[src/rtl/pipe_stage_latch_pkg.sv]
// +------------------------------------------------------------------+
// | pipe_stage_pkg : shared types and constants for pipe_stage_latch |
// | Revision: 1.0                                                    |
// +------------------------------------------------------------------+
`default_nettype none

package pipe_stage_pkg;

  typedef enum logic [1:0] {
    STG_EMPTY = 2'd0,
    STG_FULL  = 2'd1,
    STG_SKID  = 2'd2
  } stage_state_t;

  localparam int STALL_CNT_W = 32;

endpackage

`default_nettype wire

[src/rtl/pipe_stage_latch_sat_counter.sv]
// +------------------------------------------------------------------+
// | sat_counter : enable-driven up counter that sticks at all-ones   |
// | Revision: 1.0                                                    |
// +------------------------------------------------------------------+
`default_nettype none

module sat_counter #(
  parameter int WIDTH = 32
) (
  input  logic             CLK,
  input  logic             nRST,
  input  logic             en_i,
  output logic [WIDTH-1:0] count_o
);

  logic [WIDTH-1:0] count_q;
  logic [WIDTH-1:0] count_d;

  always_comb begin
    count_d = count_q;
    if (en_i && (count_q != {WIDTH{1'b1}})) begin
      count_d = count_q + WIDTH'(1);
    end
  end

  always_ff @(posedge CLK or negedge nRST) begin
    if (!nRST) begin
      count_q <= '0;
    end else begin
      count_q <= count_d;
    end
  end

  assign count_o = count_q;

endmodule

`default_nettype wire

[src/rtl/pipe_stage_latch.sv]
// +------------------------------------------------------------------+
// | pipe_stage_latch : elastic valid/ready stage with optional skid  |
// | buffer and flush; stall statistics under PIPE_STAGE_STATS_EN.    |
// | Revision: 1.0                                                    |
// +------------------------------------------------------------------+
`default_nettype none

module pipe_stage_latch
  import pipe_stage_pkg::*;
#(
  parameter int               WIDTH     = 32,
  parameter logic [WIDTH-1:0] NOP_VALUE = '0,
  parameter bit               SKID      = 1'b1
) (
  input  logic                   CLK,
  input  logic                   nRST,
  input  logic                   flush,
  input  logic                   in_valid,
  output logic                   in_ready,
  input  logic [WIDTH-1:0]       in_data,
  output logic                   out_valid,
  input  logic                   out_ready,
  output logic [WIDTH-1:0]       out_data,
  output logic [1:0]             occupancy,
  output logic [STALL_CNT_W-1:0] stall_cnt
);

  stage_state_t     state_q, state_d;
  logic [WIDTH-1:0] main_q, main_d;
  logic [WIDTH-1:0] skid_q, skid_d;
  logic             in_fire;
  logic             out_fire;

  assign in_fire   = in_valid && in_ready;
  assign out_fire  = out_valid && out_ready;
  assign out_valid = (state_q != STG_EMPTY);
  // main_q is reloaded with NOP_VALUE whenever it empties, so no output mux
  assign out_data  = main_q;

  always_comb begin
    occupancy = 2'd0;
    case (state_q)
      STG_FULL: occupancy = 2'd1;
      STG_SKID: occupancy = 2'd2;
      default:  occupancy = 2'd0;
    endcase
  end

  generate
    if (SKID) begin : g_skid
      assign in_ready = (state_q != STG_SKID);

      always_ff @(posedge CLK or negedge nRST) begin
        if (!nRST) begin
          skid_q <= NOP_VALUE;
        end else begin
          skid_q <= skid_d;
        end
      end
    end else begin : g_single
      logic unused_skid;
      assign in_ready    = (state_q == STG_EMPTY) || out_ready;
      assign skid_q      = NOP_VALUE;
      assign unused_skid = ^skid_d;
    end
  endgenerate

  // Without a skid entry, in_ready in FULL equals out_ready, so the
  // FULL->SKID branch below is unreachable in the single-register build.
  always_comb begin
    state_d = state_q;
    main_d  = main_q;
    skid_d  = skid_q;
    if (flush) begin
      state_d = STG_EMPTY;
      main_d  = NOP_VALUE;
      skid_d  = NOP_VALUE;
    end else begin
      case (state_q)
        STG_EMPTY: begin
          if (in_fire) begin
            state_d = STG_FULL;
            main_d  = in_data;
          end
        end
        STG_FULL: begin
          if (in_fire && out_fire) begin
            main_d = in_data;
          end else if (in_fire) begin
            state_d = STG_SKID;
            skid_d  = in_data;
          end else if (out_fire) begin
            state_d = STG_EMPTY;
            main_d  = NOP_VALUE;
          end
        end
        STG_SKID: begin
          if (out_fire) begin
            state_d = STG_FULL;
            main_d  = skid_q;
            skid_d  = NOP_VALUE;
          end
        end
        default: begin
          state_d = STG_EMPTY;
          main_d  = NOP_VALUE;
          skid_d  = NOP_VALUE;
        end
      endcase
    end
  end

  always_ff @(posedge CLK or negedge nRST) begin
    if (!nRST) begin
      state_q <= STG_EMPTY;
      main_q  <= NOP_VALUE;
    end else begin
      state_q <= state_d;
      main_q  <= main_d;
    end
  end

`ifdef PIPE_STAGE_STATS_EN
  sat_counter #(
    .WIDTH (STALL_CNT_W)
  ) u_stall_cnt (
    .CLK     (CLK),
    .nRST    (nRST),
    .en_i    (out_valid && !out_ready),
    .count_o (stall_cnt)
  );
`else
  assign stall_cnt = '0;
`endif

endmodule

`default_nettype wire

[config.mk]
export PLATFORM = sky130hd
export DESIGN_NAME = pipe_stage_latch
export DESIGN_NICKNAME = d
export VERILOG_FILES = /design/src/rtl/pipe_stage_latch_pkg.sv /design/src/rtl/pipe_stage_latch_sat_counter.sv /design/src/rtl/pipe_stage_latch.sv
export SDC_FILE = /design/constraint.sdc
export NUM_CORES = 1
export LEC_CHECK = 0
export BUFFER_PORTS_ARGS = -buffer_cell sky130_fd_sc_hd__buf_2
export CORE_MARGIN = 5
export CORE_UTILIZATION = 40
export CTS_CLUSTER_SIZE = 14
export DETAILED_ROUTE_END_ITERATION = 8
export GPL_TIMING_DRIVEN = 0
export PLACE_DENSITY = 0.67
export SLEW_MARGIN = 20
export SYNTH_ARGS = -nofsm -noshare
export SYNTH_HDL_FRONTEND = slang
export SYNTH_SLANG_ARGS = --single-unit
[constraint.sdc]
create_clock -name CLK -period 1.85 [get_ports CLK]
set_input_delay 0.37 -clock CLK [delete_from_list [all_inputs] [get_ports CLK]]
set_output_delay 0.37 -clock CLK [all_outputs]
set_load 0.005 [all_outputs]
==> flow_summary_export.csv <==
group,metric,value,unit
placement,dp_cells,555,
clocking,cts_resized,0,
sta,setup_tns,0,ps
synthesis,synthTopCellsByArea,"dfrtp_1 (44%), mux2i_1 (17%), a22o_1 (7.5%)",
clocking,cts_tree,"done",
floorplan,fp-row-count,35,
critical_path,worstSetupPathType,"flop to flop",
sta,rsz0062_at_grt,"no",
synthesis,synth_cells,341,
synthesis,yosysMostFrequentCell,"dfrtp_1",
critical_path,cp-start-kind,"flop",
power,power.density,787,nW/um2
synthesis,yosysSeqAreaShare,44.3,%
grt,grt_max_degree,50,
floorplan,ios,105,
layout,final_cells,572,
critical_path,crit_fanout,10,
detailed_routing,drc_errors,0,
clocking,cts.path.max_buffers,2,
floorplan,fp.dieH,107,um
detailed_routing,vias,2762,
placement,portBuffers,71,
clocking,cts_made_buffers,9,
synthesis,ys_ff_latch,66,
detailed_routing,vias_per_cell,4.83,
sta,tightest_slew,654,ps
clocking,root_buffer,"clkbuf_8",
critical_path,end_kind,"flop",
placement,dpl.hpwl,5.96,mm
critical_path,r2r_end,"out_data[6]$_DFFE_PN0P_",
grt,grtUsageMet1,19.5,%
grt,antenna_found_initial,0,
synthesis,synth.top_cells.by_count,"dfrtp_1 (66), mux2i_1 (65), inv_1 (33), nand2_1 (33)",
power,vdd_ir_drop_max,0.000358,V
sta,timing.final.ws_setup,171,ps
outcome,status,"finished clean",
synthesis,ys_types,25,
sta,max_freq,0.596,GHz
detailed_routing,wl,8.57,mm
detailed_routing,first_pass_iters,4,
job,maxCapViolCount,0,
hold_path,hold_path_depth,3,
grt,grt.busiest_layer,"met2",
sta,clock_skew,8.69,ps
clocking,clkTransAtPathRegs,80,ps
layout,layout-drive-gt1-share,32.5,%
critical_path,reg2reg_slack,170,ps
sta,hold_violations,0,
sta,min_period_over_period,90.8,%
synthesis,async_flop_share,100,%
hold_path,hold_start,"in_data[17]",
critical_path,reg2reg_from,"state_q[0]$_DFFE_PN0P_",
grt,grt_overflow,0,
floorplan,start_util,40.8,%
grt,grt_use_met2,27.0,%
synthesis,synth_area_leader_cell,"dfrtp_1",
hold_path,hold_path.class,"input port to flop",
placement,preCtsSetupSlack,200,ps
grt,grt_pass1_wl,14.2,mm
grt,met3_usage,3.31,%
synthesis,synth_ff_type,"dfrtp_1",
floorplan,dieArea,11400,um2
floorplan,core-area,9150,um2
critical_path,worstPathArrival,1960,ps
detailed_routing,avgRoutedWirePerCell,15.0,um
clocking,clk_latency,350,ps
synthesis,synth_top_area_share,44.3,%
synthesis,synth_warnings,0,
layout,num_antenna_cells,0,
floorplan,die_w,107,um
detailed_routing,drt_iter0_drc,65,
clocking,cts_sinks,66,
power,leakagePower,2.28,nW
grt,grt_pass1_vias,2925,
clocking,htreeDepth,3,
critical_path,crit_required,2130,ps
sta,holdWs,272,ps
sta,slew_violations,0,
layout,layout.nets,493,
sta,relSlewSlack,56.1,%
detailed_routing,drt.antenna.violating_nets,0,
synthesis,netlist_area,3730,um2
sta,finalSetupViolCount,0,
placement,place.gp.congestion,0.747,
grt,grt_usage,15.9,%
layout,area_growth,23.3,%
critical_path,r2r_cells,6,
hold_path,holdPathEnd,"skid_q[17]$_DFFE_PN0P_",
sta,fin_crit,1680,ps
synthesis,synth_edf_count,0,
synthesis,syn_area_per_cell,10.9,um2
[cells by family after synthesis]
group                  Yosys count  synth area share, %
buffers and inverters           92                 15.6
AOI/OAI and AO/OA               72                 16.9
DFF                             66                 44.3
muxes                           65                 17.4
and+or+nand+nor                 45                 5.77
other                            1                0.100
[metal layers]
metal	up-vias	share of wire (%)	wire length, um
li1	1351	-	-
met1	1322	43	3710
met2	76	49	4230
met3	13	5.1	435
met4	0	2.3	194
met5	-	0	0
[per-stage QoR]
| step | area [um2] | utilization [%] | power, W |
|---|---|---|---|
| 4_1_cts | 4600 | 50.3 | 0.00367 |
| 6_report | 4600 | 50.3 | 0.00362 |
| 2_1_floorplan | 3850 | - | 0.00204 |
| 5_1_grt | 4600 | 50.3 | 0.00382 |
| 3_3_place_gp | 4340 | 47.5 | 0.00227 |
| 3_5_place_dp | 4370 | 47.8 | 0.00229 |
[worst max-delay path: stages (launching register included)]
cell and delay [ps]:
dfrtp_1 370, buf_6 150, nor2_4 120, inv_2 40, o31ai_2 540, buf_6 240
a22o_1 150
[cells in the final DEF, fill, tap and decap left out, types with 3 or more instances in the layout]
master     instances
inv_1             33
a22o_1            32
buf_6             14
nor2b_1            3
clkbuf_8          10
nand2_1           33
dfrtp_1           66
buf_4             33
mux2i_1           65
nor2_1             3
o2bb2ai_1         32
buf_2             79
clkbuf_1           4
conb_1            32
[report_power, final]
part | internal [W] | switching, W | total [W]
combinational | 0.000321 | 0.000349 | 0.000670
sequential | 0.00154 | 0.0000500 | 0.00159
clock | 0.000792 | 0.000572 | 0.00136
total | 0.00265 | 0.000971 | 0.00362
[layout make-up]
class | count | area (um2)
well taps | 111 | 139
plain buffers | 58 | 454
flip-flops and latches | 66 | 1650
multi-input cells | 214 | 1620
inverters | 34 | 128
repair buffers | 73 | 395
clock inverters | 5 | 77.6
clock buffers | 11 | 141
fillers | 851 | 4550
[worst max-delay path by stage]
stage,to,cells past startpoint,start,slack [ps]
2_1_floorplan,out_data[0]$_DFFE_PN0P_,6,state_q[1]$_DFFE_PN0P_,440
3_3_place_gp,out_data[26]$_DFFE_PN0P_,1,nRST,50
3_5_place_dp,out_data[9]$_DFFE_PN0P_,6,state_q[0]$_DFFE_PN0P_,200
4_1_cts,out_data[6]$_DFFE_PN0P_,6,state_q[0]$_DFFE_PN0P_,160
5_1_grt,out_data[6]$_DFFE_PN0P_,6,state_q[0]$_DFFE_PN0P_,40
6_report,out_data[6]$_DFFE_PN0P_,6,state_q[0]$_DFFE_PN0P_,170
[sequential cells by signal, indices dropped and copies added (netlist names)]
register,count
out_data,32
state_q,2
skid_q,32
[what timing repair did]
item                      4_1_cts  5_1_grt
hold buffers                    1        0
hold endpoints to repair       17        0
setup buffers                   0        0
No activity file was read; power rests on OpenSTA's default activity.
